**src/rtl/board_input_conditioner_if.sv**
```systemverilog
// Board-pin side of the input conditioner: raw button/switch pins in,
// conditioned levels, pulses and the stretched system reset out.
interface board_input_conditioner_if #(
    parameter int NBTN = 4,
    parameter int NSW  = 16
);
    logic [NBTN-1:0] btn_raw;
    logic [NSW-1:0]  sw_raw;
    logic [NBTN-1:0] btn_level;
    logic [NBTN-1:0] btn_press;
    logic [NBTN-1:0] btn_release;
    logic [NSW-1:0]  sw_sync;
    logic            sw_changed;
    logic            sys_nRST;

    // Board / wrapper side: drives pins, consumes conditioned signals.
    modport master (
        output btn_raw, sw_raw,
        input  btn_level, btn_press, btn_release, sw_sync, sw_changed, sys_nRST
    );

    // Conditioner side.
    modport slave (
        input  btn_raw, sw_raw,
        output btn_level, btn_press, btn_release, sw_sync, sw_changed, sys_nRST
    );
endinterface

```
**src/rtl/board_input_conditioner.sv**
```systemverilog
// Board input conditioner: synchronises switches, debounces buttons with
// press/release pulses, and stretches the system reset.

// Per-button debouncer working on an already synchronised input.
module board_input_debounce #(
    parameter int DEBOUNCE_CYCLES = 1000000
) (
    input  logic clk,
    input  logic rst_n,
    input  logic din,
    output logic level,
    output logic level_nxt,
    output logic press,
    output logic rls
);
    localparam int CW = (DEBOUNCE_CYCLES > 1) ? $clog2(DEBOUNCE_CYCLES) : 1;
    localparam logic [CW-1:0] CNT_MAX = CW'(DEBOUNCE_CYCLES - 1);

    logic [CW-1:0] cnt;
    logic          accept;

    // A change is accepted on the edge that completes DEBOUNCE_CYCLES mismatches.
    assign accept    = (din != level) && (cnt == CNT_MAX);
    assign level_nxt = accept ? din : level;

    // Count consecutive mismatches; any agreement or acceptance restarts the count.
    always_ff @(posedge clk or negedge rst_n) begin
        if (!rst_n) begin
            cnt   <= '0;
            level <= 1'b0;
            press <= 1'b0;
            rls   <= 1'b0;
        end else begin
            level <= level_nxt;
            press <= accept & din;
            rls   <= accept & ~din;
            if (din == level || accept) cnt <= '0;
            else                        cnt <= cnt + CW'(1);
        end
    end
endmodule

module board_input_conditioner #(
    parameter int NBTN            = 4,
    parameter int NSW             = 16,
    parameter int SYNC_STAGES     = 2,
    parameter int DEBOUNCE_CYCLES = 1000000,
    parameter int RST_HOLD        = 16,
    parameter int RST_BTN         = 3
) (
    input  logic                      CLK,
    input  logic                      nRST,
    board_input_conditioner_if.slave  bus
);
    localparam int NIN = NBTN + NSW;
    localparam int HW  = (RST_HOLD > 1) ? $clog2(RST_HOLD) : 1;
    localparam logic [HW-1:0]   HOLD_INIT = HW'(RST_HOLD - 1);
    localparam logic [NBTN-1:0] RST_SEL   = NBTN'(1) << RST_BTN;

    typedef enum logic [1:0] {HOLD, RUN, BTN} rst_state_t;

    logic [SYNC_STAGES-1:0][NIN-1:0] sync_q;
    logic [NBTN-1:0] btn_sync, btn_level, btn_level_nxt, btn_press, btn_rls;
    logic [NSW-1:0]  sw_sync, sw_prev;
    logic            sw_changed;
    logic            rst_btn;
    rst_state_t      state;
    logic [HW-1:0]   hold_cnt;
    logic            sys_q;

    // Synchroniser chains for every button and switch pin; clear to 0 so
    // reset release never produces a spurious edge.
    always_ff @(posedge CLK or negedge nRST) begin
        if (!nRST) begin
            sync_q <= '0;
        end else begin
            sync_q[0] <= {bus.sw_raw, bus.btn_raw};
            for (int i = 1; i < SYNC_STAGES; i++) sync_q[i] <= sync_q[i-1];
        end
    end

    assign btn_sync = sync_q[SYNC_STAGES-1][NBTN-1:0];
    assign sw_sync  = sync_q[SYNC_STAGES-1][NIN-1:NBTN];

    for (genvar g = 0; g < NBTN; g++) begin : g_btn
        board_input_debounce #(.DEBOUNCE_CYCLES(DEBOUNCE_CYCLES)) u_db (
            .clk       (CLK),
            .rst_n     (nRST),
            .din       (btn_sync[g]),
            .level     (btn_level[g]),
            .level_nxt (btn_level_nxt[g]),
            .press     (btn_press[g]),
            .rls       (btn_rls[g])
        );
    end

    // Switch change detector; prev starts at 0 so a switch already high at
    // reset release reports one change.
    always_ff @(posedge CLK or negedge nRST) begin
        if (!nRST) begin
            sw_prev    <= '0;
            sw_changed <= 1'b0;
        end else begin
            sw_prev    <= sw_sync;
            sw_changed <= (sw_sync != sw_prev);
        end
    end

    // The FSM watches the debouncer's next level so sys_nRST drops on the
    // same edge the debounced reset button rises.
    assign rst_btn = |(btn_level_nxt & RST_SEL);

    // Reset stretcher; sys_nRST is registered from the next state.
    always_ff @(posedge CLK or negedge nRST) begin
        if (!nRST) begin
            state    <= HOLD;
            hold_cnt <= HOLD_INIT;
            sys_q    <= 1'b0;
        end else begin
            case (state)
                HOLD: begin
                    if (rst_btn) begin
                        state <= BTN;
                        sys_q <= 1'b0;
                    end else if (hold_cnt == '0) begin
                        state <= RUN;
                        sys_q <= 1'b1;
                    end else begin
                        hold_cnt <= hold_cnt - HW'(1);
                        sys_q    <= 1'b0;
                    end
                end
                RUN: begin
                    if (rst_btn) begin
                        state <= BTN;
                        sys_q <= 1'b0;
                    end else begin
                        sys_q <= 1'b1;
                    end
                end
                BTN: begin
                    sys_q <= 1'b0;
                    if (!rst_btn) begin
                        state    <= HOLD;
                        hold_cnt <= HOLD_INIT;
                    end
                end
                default: begin
                    state    <= HOLD;
                    hold_cnt <= HOLD_INIT;
                    sys_q    <= 1'b0;
                end
            endcase
        end
    end

    assign bus.btn_level   = btn_level;
    assign bus.btn_press   = btn_press;
    assign bus.btn_release = btn_rls;
    assign bus.sw_sync     = sw_sync;
    assign bus.sw_changed  = sw_changed;
    assign bus.sys_nRST    = sys_q;
endmodule
```
**src/flat_wrapper.sv**
```systemverilog
// flat-port wrapper written by rule: the top's interface ports become plain ports
module board_input_conditioner_flat 
#(
    parameter int NBTN            = 4,
    parameter int NSW             = 16,
    parameter int SYNC_STAGES     = 2,
    parameter int DEBOUNCE_CYCLES = 1000000,
    parameter int RST_HOLD        = 16,
    parameter int RST_BTN         = 3
)
  (CLK, nRST, bus_btn_raw, bus_sw_raw, bus_btn_level, bus_btn_press, bus_btn_release, bus_sw_sync, bus_sw_changed, bus_sys_nRST);
  board_input_conditioner_if #(.NBTN(NBTN), .NSW(NSW)) bus_i ();
  input  logic CLK;
  input  logic nRST;
  input wire logic [$bits(bus_i.btn_raw)-1:0] bus_btn_raw;
  input wire logic [$bits(bus_i.sw_raw)-1:0] bus_sw_raw;
  output wire logic [$bits(bus_i.btn_level)-1:0] bus_btn_level;
  output wire logic [$bits(bus_i.btn_press)-1:0] bus_btn_press;
  output wire logic [$bits(bus_i.btn_release)-1:0] bus_btn_release;
  output wire logic [$bits(bus_i.sw_sync)-1:0] bus_sw_sync;
  output wire logic [$bits(bus_i.sw_changed)-1:0] bus_sw_changed;
  output wire logic [$bits(bus_i.sys_nRST)-1:0] bus_sys_nRST;
  assign bus_i.btn_raw = bus_btn_raw;
  assign bus_i.sw_raw = bus_sw_raw;
  assign bus_btn_level = bus_i.btn_level;
  assign bus_btn_press = bus_i.btn_press;
  assign bus_btn_release = bus_i.btn_release;
  assign bus_sw_sync = bus_i.sw_sync;
  assign bus_sw_changed = bus_i.sw_changed;
  assign bus_sys_nRST = bus_i.sys_nRST;
  board_input_conditioner #(.NBTN(NBTN), .NSW(NSW), .SYNC_STAGES(SYNC_STAGES), .DEBOUNCE_CYCLES(DEBOUNCE_CYCLES), .RST_HOLD(RST_HOLD), .RST_BTN(RST_BTN)) u_core (.CLK(CLK), .nRST(nRST), .bus(bus_i));
endmodule
```
**config.mk**
```make
export PLATFORM = sky130hd
export DESIGN_NAME = board_input_conditioner_flat
export DESIGN_NICKNAME = d
export VERILOG_FILES = /design/src/rtl/board_input_conditioner_if.sv /design/src/rtl/board_input_conditioner.sv /design/src/flat_wrapper.sv
export SDC_FILE = /design/constraint.sdc
export NUM_CORES = 1
export LEC_CHECK = 0
export CORE_MARGIN = 3
export CORE_UTILIZATION = 52
export CTS_CLUSTER_DIAMETER = 60
export DETAILED_ROUTE_END_ITERATION = 8
export HOLD_SLACK_MARGIN = 0.02
export PLACE_DENSITY = 0.79
export SYNTH_ARGS = -nofsm -noshare
export SYNTH_HDL_FRONTEND = slang
export SYNTH_HIERARCHICAL = 1
export SYNTH_SLANG_ARGS = --single-unit
```
**constraint.sdc**
```tcl
create_clock -name CLK -period 2.24 [get_ports CLK]
set_input_delay 0.448 -clock CLK [delete_from_list [all_inputs] [get_ports CLK]]
set_output_delay 0.448 -clock CLK [all_outputs]
set_load 0.05 [all_outputs]
```
# After elaboration in Yosys (flattened, before gate mapping)
# Cells that the tools add are included.
# word_totals
register_bits	156
output_inout_bits	30
# classes
addsub	5
n_eq_ne	20
mux	18
n_bitwise	13
n_reduce_logical	12
# ops
op	n
$add 20x1->20 const B	4
$eq 20x20->1 const B	4
$mux 20	4
$ne 16x16->1	1
$mux 4	3
$pmux 4 s3	1
$and 1x1->1	8
$mux 2	4
$ne 2x2->1 const B	4
$pmux 2 s3	1
$not 1->1	5
$eq 1x1->1	4
$logic_and 1x1->1	4
$logic_not 4->1	1
$logic_or 1x1->1	4
$mux 1	4
$ne 1x1->1	4
$reduce_and 4->1	1
$sub 4x1->4 const B	1
$ne 3x2->1 const B	1
$reduce_and 3->1	1
$eq 2x1->1 const B	1
$eq 2x2->1 const B	1
$logic_not 2->1	1
$pmux 1 s2	1

# Longest topological paths before layout
# logic_depth
word_depth	5
mapped_depth	8
mapped_depth_nobuf	8

# Hierarchy
# Netlist, hierarchy kept.
# modules_own_cells
mod	n_inst	cells_per_inst	area_per_inst_um2	seq_area_each_um2
board_input_debounce	4	113	1131.1	575.6
board_input_conditioner	1	126	2074.5	1606.5

# Worst setup path before layout
# No wires, ideal clock.
# synth_path
path_type	reg2reg
startpoint	register u_core.g_btn[3].u_db.cnt[0]
endpoint	register u_core.hold_cnt[3]
setup_time_ns	0.073
arrival_time_ns	2.352
required_time_ns	2.167
path_slack_ns	-0.185
path_stages_with_launch	9
path_buffers	0
path_cell_list	dfrtp_1 -> ha_1 -> nand4_1 -> or2_2 -> or3_1 -> mux2_2 -> and2b_2 -> a31o_1 -> a21oi_1
# synth_via
elab_chain_len	5
# synth_lines
element	line_no	rtl
from (decl)	board_input_conditioner.sv:19	logic [CW-1:0] cnt;
from (signal assigned)	board_input_conditioner.sv:38	else cnt <= cnt + CW'(1);
$eq 20x20->1 (*)	board_input_conditioner.sv:23	assign accept = (din != level) && (cnt == CNT_MAX);
$logic_and 1x1->1 (*)	board_input_conditioner.sv:23	
$mux 1 (*)	board_input_conditioner.sv:24	assign level_nxt = accept ? din : level;
net u_core.btn_level_nxt[3]	board_input_conditioner.sv:63	logic [NBTN-1:0] btn_sync, btn_level, btn_level_nxt, btn_press, btn_rls;
$ne 2x2->1 (no source line)	-	
$reduce_and 4->1 (no source line) (*)	-	
to (signal assigned)	board_input_conditioner.sv:129	hold_cnt <= hold_cnt - HW'(1);
to (decl)	board_input_conditioner.sv:68	logic [HW-1:0] hold_cnt;
# Mark *: on every way through the listed nets, which the timed path passes. The rest lies on a longest branch.
# A chain may end at the register's enable or synchronous reset.

# Final worst setup path
# Ends and elaborated chain as after synthesis.

==> results.py <==
metrics = {
    "status": {
        "outcome": "finished, violations left",
        "violations": "setup timing",
    },
    "floorplan": {
        "start_util_pct": 54.0,
        "dieArea_mm2": 0.0141,
        "row_count": 40,
        "core_mm2": 0.0122,
        "io_pins": 52,
        "die_w_um": 119,
        "die_y_um": 119,
    },
    "placement": {
        "dpl_worst_slack_ps": -89.7,
        "gp_congestion": 0.900,
        "dp.cells": 799,
        "numPortBuffers": 51,
        "place_hpwl_um": 8730,
    },
    "timing": {
        "whs_ps": 347,
        "setup_viol": 2,
        "rsz0062_at_grt": "yes",
        "fmax_mhz": 440,
        "period_share_pct": 101,
        "relSlewSlack_pct": 51.7,
        "final_hold_viol_count": 0,
        "drv_slew": 0,
        "finalClockSkew_ps": 4.81,
        "fin_setup_tns_ps": -34.9,
        "min_period_ps": 2270,
        "worstMarginPinSlew_ps": 718,
        "fin_ws_ps": -33.6,
    },
    "power": {
        "p_leak_nw": 3.25,
        "peakVddDrop_uv": 517,
        "p_per_area_mw_per_mm2": 801,
    },
    "final_layout": {
        "stdcell_count": 838,
        "nFillCells": 933,
        "drive_above_1_share_pct": 14.9,
        "syn_to_final_growth_pct": 23.4,
        "antennaDiodeCount": 0,
        "final_nets": 684,
        "post-route-util_pct": 66.7,
    },
    "grt": {
        "antenna_found_initial": 0,
        "grt_first_pass_wirelength_um": 22100,
        "overflow": 0,
        "grt_pass1_vias": 4703,
        "grt_max_degree": 56,
        "grtUsageTotal_pct": 19.4,
    },
    "clock_network": {
        "htreeDepth": 4,
        "cts_tree": "done",
        "clkSlewWorstSetupHoldPaths_ps": 60,
        "cts-root-to-sink-buffers": 2,
        "clock-sinks": 156,
        "cts_buffers": 17,
        "cts_root_buf": "clkbuf_16",
        "insertion_delay_ps": 420,
    },
    "critical_path": {
        "cp_cell_sequence": "ha_2 > nand4_1 > or2_4 > or3_4 > mux2_4 > and2b_2 > a31o_1 > a21oi_2",
        "r2r-end": "u_core/hold_cnt[3]",
        "cp_max_fo": 5,
        "r2r.worst_path.cells": 8,
        "slowest_stage": "or3_4",
        "worstSetupEndpointType": "register",
        "crit_path_start_kind": "register",
        "path_class": "reg2reg",
        "r2r-start": "u_core/g_btn[3].u_db/cnt[0]",
        "cp.arrival_ps": 2630,
        "cpPeakStageDelay_ps": 380,
        "reg2reg_slack_ps": -30,
        "worstPathRequired_ps": 2590,
    },
    "synth": {
        "ys_seq_area_share_pct": 59.2,
        "synth_area_per_cell_um2": 11.4,
        "yosys_warnings": 6,
        "syn-num-nets": 605,
        "synth.distinct_cells": 38,
        "synthArstFlopShare_pct": 100,
        "ys_ff_latch": 156,
        "synthFlopType": "dfrtp_1",
        "netlist_area_mm2": 0.00660,
        "netlist_instances": 578,
        "yosys-top-cells-area": "dfrtp_1 (58%), xnor2_1 (4.8%), xor2_1 (4.2%)",
        "yosys.area.top_type": "dfrtp_1",
        "yosysTopAreaCellShare_pct": 57.6,
        "synth_edf_count": 0,
    },
    "route": {
        "drt_iter0_drc": 304,
        "drtAntennaViolNets": 0,
        "via_count": 4549,
        "drc_errors": 0,
        "drtPass1Iterations": 4,
        "drt-vias-per-instance": 5.43,
        "drt-wirelength-per-cell_um": 15.3,
        "drt_wl_total_um": 12800,
    },
    "min_path": {
        "min-delay-start": "u_core/sync_q[0]",
        "hold_path.class": "reg2reg",
        "whs_endpoint": "u_core/btn_sync[0]",
        "min_path_cells": 0,
    },
    "run": {
        "cap_violations": 0,
    },
}
critical path: cells and delay by family (launching register included):
family | cells | cell delay (ps)
fa+ha+maj | 1 | 190
mux | 1 | 340
compound gates | 2 | 320
flops | 1 | 370
simple gates | 4 | 980
per-stage QoR:
step / total power (W) / instance area, µm²
2_1_floorplan: 0.00313 / 6610
3_3_place_gp: 0.00327 / 7400
3_5_place_dp: 0.00328 / 7400
4_1_cts: 0.00658 / 8110
5_1_grt: 0.00675 / 8140
6_report: 0.00653 / 8140
final cells by class:
type / count / area [µm²] / area share [%]
clock buffers: 20 / 437 / 5.36
clock inverters: 12 / 243 / 2.98
inverters: 23 / 86.3 / 1.06
multi-input cells: 374 / 2460 / 30.3
flip-flops and latches: 156 / 3910 / 48.0
well taps: 168 / 210 / 2.58
repair buffers: 85 / 795 / 9.76
worst max path at each step:
stage          cells past startpoint            endpoint  slack (ps)                        start
2_1_floorplan                      8  u_core/hold_cnt[3]        -100  u_core/g_btn[3].u_db/cnt[0]
5_1_grt                            8  u_core/hold_cnt[3]         -90  u_core/g_btn[3].u_db/cnt[1]
6_report                           8  u_core/hold_cnt[3]         -30  u_core/g_btn[3].u_db/cnt[0]
3_5_place_dp                       8  u_core/hold_cnt[3]         -90  u_core/g_btn[3].u_db/cnt[1]
3_3_place_gp                       8  u_core/hold_cnt[1]          40  u_core/g_btn[3].u_db/cnt[1]
4_1_cts                            8  u_core/hold_cnt[3]         -30  u_core/g_btn[3].u_db/cnt[0]
report_power, final:
group          internal [W]  switching (W)  leakage (nW)
Sequential          0.00289      0.0000477          2.01
Clock               0.00220        0.00110         0.320
Combinational      0.000120       0.000180         0.917
state kept, by name (all words and copies together), names as in the netlist, 2 cells and up:
register	cells
u_core/g_btn.u_db/cnt	80
u_core/sync_q	20
u_core/bus.sw_sync	16
u_core/sw_prev	16
u_core/btn_sync	4
u_core/g_btn.u_db/level	4
u_core/g_btn.u_db/press	4
u_core/g_btn.u_db/rls	4
u_core/hold_cnt	4
u_core/state	2
kinds of logic (layout without fill, tap and decap cells):
group	count (synthesis)	count (layout)	synth area share, %
buffers and inverters	48	140	3.79
xor gates and xnor gates	68	68	9.03
adders and majority gates	5	5	0.948
DFF	156	156	59.2
and+or+nand+nor	239	239	20.2
AOI/OAI and AO/OA	58	58	6.16
muxes	4	4	0.683
cells in the final DEF (no fill, tap or decap), types with 2 or more instances in the layout:
cell type and count:
o31ai_4 4, nor3_1 11, nand2_1 28, or3_1 22
nand3_2 4, xor2_1 32, inv_1 23, a21oi_1 24
and3_1 4, xnor2_1 36, dfrtp_1 152, nor2_1 64
nand3_1 20, clkbuf_16 17, nor2b_1 2, clkbuf_1 3
o31ai_1 8, clkinvlp_4 3, or2_2 7, dfstp_2 4
o21ai_0 12, clkinv_2 2, or3_4 2, clkdlybuf4s50_1 50
or4_1 20, bufinv_16 7, nor4_1 20, mux2_2 3
nand3_4 4, buf_4 31, nand4_1 17, nor3b_1 8
a31oi_1 2, buf_12 2, ha_1 4, o32a_1 3
per-layer routing:
metal  GRT usage [%]  wire (µm)  vias up
li1                -          -     2158
met1            24.5       5710     2257
met2            32.0       6350      106
met3            5.02        464       28
met4            7.89        272        0
met5               0          0        -
repair_timing:
item                                   4_1_cts  5_1_grt
pin swaps                                    3        2
endpoints found under the hold margin       52        0
setup endpoints to repair                    4        4
setup buffers                                1        5
gates resized for setup                      3        0
hold buffers                                 1        0
cell usage after synthesis, types with 2 or more instances:
master,n
ha_1,5
o21ai_0,12
or4_1,20
nand2_1,28
and3_1,4
nand4_1,17
a31oi_1,2
dfrtp_1,152
inv_1,23
nand3_4,4
nand3_1,20
mux2_2,4
or2_2,8
o32a_1,3
or3_1,24
nand3_2,4
nor3_1,11
xnor2_1,36
buf_2,8
a21oi_1,25
nor2_1,65
o31ai_4,4
o31ai_1,8
xor2_1,32
dfstp_2,4
nor4_1,20
buf_4,16
nor3b_1,8
nor2b_1,2
Power figures use the tool's default switching activity.
==> edit 1, RTL diff (config.mk and constraints unchanged) <==
The 3 states of `rst_state_t` get a one-hot encoding in 3 bits.
--- a/src/rtl/board_input_conditioner.sv
+++ b/src/rtl/board_input_conditioner.sv
@@ -58,5 +58,5 @@
     localparam logic [NBTN-1:0] RST_SEL   = NBTN'(1) << RST_BTN;
 
-    typedef enum logic [1:0] {HOLD, RUN, BTN} rst_state_t;
+    typedef enum logic [2:0] {HOLD = 3'b001, RUN = 3'b010, BTN = 3'b100} rst_state_t;
 
     logic [SYNC_STAGES-1:0][NIN-1:0] sync_q;
Function: same outputs for any inputs over 10 cycles, from zero or initial values and one cycle with nRST low; not proved beyond that.
==> edit 1 against the original RTL <==
- the run still ends with setup timing left
- via count is 2.7% higher
- worst hold slack hardly changed
- synthesized area is 1.8% higher
- largest power group is now registers
- setup slack better by 25 ps
- power is 7.9% lower
- clock power is 16% lower
- synthesized cell count is 2.4% higher
- sequential cell count is 1 higher
- final area is 0.51% lower
- count of clock-buffer cells in the layout is 2 higher
- wire length is 3.7% higher
==> edit 1: results (changes against the original RTL) <==
Status: complete, but fails checks
Failing checks: setup timing
Gr usage total: 19.71% (+0.29 points)
Sequential group share of total power: 49.2% (+4.2 points)
Share of layout cells above drive strength 1: 13.71% (-1.2 points)
Critical Path AT: 2580 ps (-50 ps)
WHS: 347.3 ps (+0.4930 ps)
Pint: 4.685 mW (-10%)
Met3 Use GR: 6.173% (+1.1 points)
Met2 Use GR: 32.24% (+0.27 points)
Mapped Avg Cell Area: 11.35 um^2 (-0.61%)
Worst Setup EP: u_core/hold_cnt[0]
Hold WC Path Type: register to register
Final setup viols: 1 (-1)
# hold bufs at CTS: 1 (unchanged)
Met3 WL post-DR: 735 um (+58%)
Metal2 WL: 6.548 mm (+3.1%)
Post-Route WL: 13.27 mm (+3.7%)
CP Launch Point: u_core/g_btn[3].u_db/cnt[1]
M1 GR Usage: 25.20% (+0.66 points)
Async set-reset flop share out of synthesis: 100.0% (unchanged)
Cell Count Post-Placement: 805 (+0.75%)
Rel. slew slack: 63.35% (+12 points)
Leading post-synthesis cells by cell area: dfrtp_1 (57%), xnor2_1 (4.8%), xor2_1 (4.2%), nor2_1 (3.7%), or3_1 (2.2%)
Number of buffers inserted during clock tree synthesis: 17 (unchanged)
Worst vdd ir: 622.9 uV (+21%)
Crit path largest cell delay: 400 ps (+20 ps)
Worst hold start: u_core/sync_q[19]
Gp weighted congestion: 0.8395 (-6.7%)
WHS Endpoint: u_core/bus.sw_sync[15]
P_clk: 2.77 mW (-16%)
Crit Path Max Fanout: 7 (+2)
Global-route wire length before repair: 22.69 mm (+2.7%)
Detailed Route Iter0 Violations: 525 (+73%)
Clock skew: 10.06 ps (+5.255 ps)
Register area share after synthesis: 58.58% (-0.66 points)
Hold depth: 0 (unchanged)
Final cell count without fillers: 839 (+0.12%)
Crit Reg-Reg Startpoint: u_core/g_btn[3].u_db/cnt[1]
Post-cts resize count: 4 (+1)
First-pass DRT Iterations: 5 (+1)
Via Count: 4,670 (+2.7%)
Largest net degree at the start of global routing: 56 (unchanged)
Biggest regs: u_core/g_btn.u_db/cnt x80, u_core/sync_q x20
Setup_tns: -9.024 ps (+25.89 ps)
Antenna diodes: 0 (unchanged)
Vias in the first global route: 4,806 (+2.2%)
Library cells used by synthesis: 37 (-2.6%)
Synth Net Count: 620 (+2.5%)
Final #Nets: 687 (+0.44%)
Worst path slowest cell: nor4_1
Cell depth of the worst flop-to-flop path: 7 (-1)
Leakage: 3.181 nW (-2.0%)
Dpl hpwl: 8.867 mm (+1.6%)
Commonest cells post-synth: dfrtp_1 (152), nor2_1 (66), xnor2_1 (37), xor2_1 (32), nand2_1 (28)
Final setup margin: -9.024 ps (+24.57 ps)
WL met1: 5.833 mm (+2.2%)
==> edit 1: cell families after synthesis <==
family	after synthesis	synth area share (%)
compound gates	61	6.314
xor+xnor	69	8.996
fa+ha+maj	6	1.117
buf+inv	51	3.930
flops	157	58.58
mux	4	0.6705
simple gates	244	20.39
==> edit 1: final cells by class <==
class	instances	area (um^2)
fillers	935	4209
flip-flops and latches	157	3935
multi-input cells	384	2584
repair buffers	74	711.9
clock buffers	22	454.2
well taps	168	210.2
clock inverters	9	113.9
inverters	25	93.84
==> edit 1: metrics by stage <==
| stage | setup slack [ps] | total power, mW | utilization (%) | instance area (um^2) |
|---|---|---|---|---|
| after CTS | 4.521 | 6.073 | 65.54 | 8069 |
| final | -9.024 | 6.012 | 65.81 | 8103 |
| after global placement | 58.68 | 3.283 | 60.66 | 7468 |
| after detailed placement | -71.84 | 3.296 | 60.66 | 7468 |
| after floorplan | -43.58 | 3.145 | - | 6741 |
| after global routing | -140.2 | 6.238 | 65.81 | 8103 |
==> edit 2, RTL diff (same flow settings) <==
Made on the original files. `SYNC_STAGES` is set to 2 in 2 places; all go to 1.
--- a/src/rtl/board_input_conditioner.sv
+++ b/src/rtl/board_input_conditioner.sv
@@ -44,5 +44,5 @@
     parameter int NBTN            = 4,
     parameter int NSW             = 16,
-    parameter int SYNC_STAGES     = 2,
+    parameter int SYNC_STAGES     = 1,
     parameter int DEBOUNCE_CYCLES = 1000000,
     parameter int RST_HOLD        = 16,
--- a/src/flat_wrapper.sv
+++ b/src/flat_wrapper.sv
@@ -4,5 +4,5 @@
     parameter int NBTN            = 4,
     parameter int NSW             = 16,
-    parameter int SYNC_STAGES     = 2,
+    parameter int SYNC_STAGES     = 1,
     parameter int DEBOUNCE_CYCLES = 1000000,
     parameter int RST_HOLD        = 16,
Check against the original RTL: not equivalent (Yosys sat finds a counterexample within 4 cycles, from zero or initial values and one cycle with nRST low).
==> edit 2 against the original RTL <==
- the run still ends with setup timing left
- sequential power decreased by 13%
- non-clock buffer count decreased by 4
- final area shrank 8.0%
- critical path depth down 1
- power fell by 14%
- global-route usage rose by 1.1 points
- clock skew rose by 8.6 ps
- combinational power decreased by 6%
- setup slack worse by 13 ps
- sequential cell count fell by 20
- final cell count down 6.2%
- wire length is 4.3% lower
- synthesized area down 7.6%
- critical path type unchanged
- largest power group unchanged
==> edit 2: results (changes against the original RTL) <==
Status: complete, but fails checks
Async set-reset flop share out of synthesis: 100.0% (unchanged)
CTS Root Cell: clkbuf_16
Vias in the first global route: 4,468 (-5.0%)
Crit Path Max Fanout: 6 (+1)
Combinational Power Share: 5.0% (+0.4 points)
First-pass DRT Iterations: 5 (+1)
Leakage: 2.968 nW (-8.6%)
Post-Route WL: 12.25 mm (-4.3%)
Biggest regs: u_core/g_btn.u_db/cnt x80, u_core/sync_q x20, u_core/sw_prev x16
Sw Share: 21.26% (+1.0 points)
Ys Warns: 6 (unchanged)
Crit Reg-Reg Startpoint: u_core/g_btn[3].u_db/cnt[12]
Clock Pin Slew Worst Setup and Hold Paths: 60 ps (about the same)
Gp weighted congestion: 0.7938 (-12%)
Via Count: 4,408 (-3.1%)
Detailed Route Iter0 Violations: 314 (+3.3%)
Hold WC Path Type: input pin to async pin
Global-route wire length before repair: 21.09 mm (-4.6%)
Register area share after synthesis: 55.89% (-3.3 points)
Gr usage total: 20.57% (+1.1 points)
Clock skew: 13.38 ps (+8.579 ps)
DP Area: 6828 um^2 (-7.7%)
Final setup viols: 2 (unchanged)
Crit path largest cell delay: 410 ps (+30 ps)
Synth Net Count: 585 (-3.3%)
Clock latency on the worst-skew pair: 420 ps (about the same)
Cell depth of the worst flop-to-flop path: 7 (-1)
Failing checks: setup timing
Clock Path Buffers: 2 (unchanged)
Leading post-synthesis cells by cell area: dfrtp_1 (54%), xnor2_1 (5.2%), xor2_1 (4.6%), nor2_1 (4.0%), or3_1 (2.5%)
Commonest cells post-synth: dfrtp_1 (132), nor2_1 (65), xnor2_1 (36), xor2_1 (32), nand2_1 (28)
Power density cells: 745.9 nW/um^2 (-6.9%)
Final setup margin: -47.09 ps (-13.49 ps)
Largest net degree at the start of global routing: 71 (+27%)
Share of layout cells above drive strength 1: 15.48% (+0.55 points)
Dpl hpwl: 7.978 mm (-8.6%)
Worst vdd ir: 646.8 uV (+25%)
Final #Nets: 660 (-3.5%)
Worst slew pin tran: 656.7 ps (-60.90 ps)
Critical Path AT: 2640 ps (about the same)
P_clk: 2.75 mW (-16%)
Worst path slowest cell: or3_4
-- edit 2: cell families after synthesis --
logic type      count (synthesis)  synth area share (%)
flops                         136                 55.89
simple gates                  239                 21.81
fa+ha+maj                       5                 1.026
compound gates                 58                 6.668
buf+inv                        48                 4.103
mux                             4                0.7386
xor+xnor                       68                 9.766
-- edit 2: cell type report --
type | instances | area (um^2)
Timing Repair Buffer | 81 | 749.5
Tap cell | 140 | 175.2
Fill cell | 827 | 3636
Clock inverter | 8 | 92.59
Sequential cell | 136 | 3408
Multi-Input combinational cell | 374 | 2476
Clock buffer | 24 | 501.7
Inverter | 23 | 86.33
-- edit 2: layer usage --
layer	vias to the layer above	GRT usage (%)	share of wire, %
met1	2165	25.51	43
met4	0	8.947	1.4
li1	2103	-	-
met3	17	5.761	5.5
met2	123	33.80	50
met5	-	0	0
-- edit 2: what timing repair did --
action,CTS,global route
cloned,0,0
endpoints found under the hold margin,0,0
pin swaps,1,6
setup buffers,2,4
hold buffers,0,0
resized for setup,3,2
setup endpoints to repair,4,4
-- edit 2: worst max path at each step --
stage | end | slack [ps] | depth (start not counted)
finish | u_core/hold_cnt[3] | -50 | 7
global route | u_core/hold_cnt[3] | -110 | 7
CTS | u_core/hold_cnt[1] | -50 | 7
detailed placement | u_core/hold_cnt[1] | -100 | 7
global placement | u_core/hold_cnt[1] | -10 | 7
floorplan | u_core/hold_cnt[3] | -100 | 8
-- edit 2: through the flow --
step / setup slack, ps / hold WS, ps / TNS, ps / instances
3_3_place_gp: -10.05 / 403.7 / -16.86 / 748
6_report: -47.09 / 16.70 / -64.82 / 786
3_5_place_dp: -102.2 / 407.3 / -344.3 / 748
2_1_floorplan: -100.6 / 152.4 / -328.9 / 558
4_1_cts: -54.69 / 55.54 / -153.3 / 782
5_1_grt: -111.2 / 79.03 / -234.9 / 786
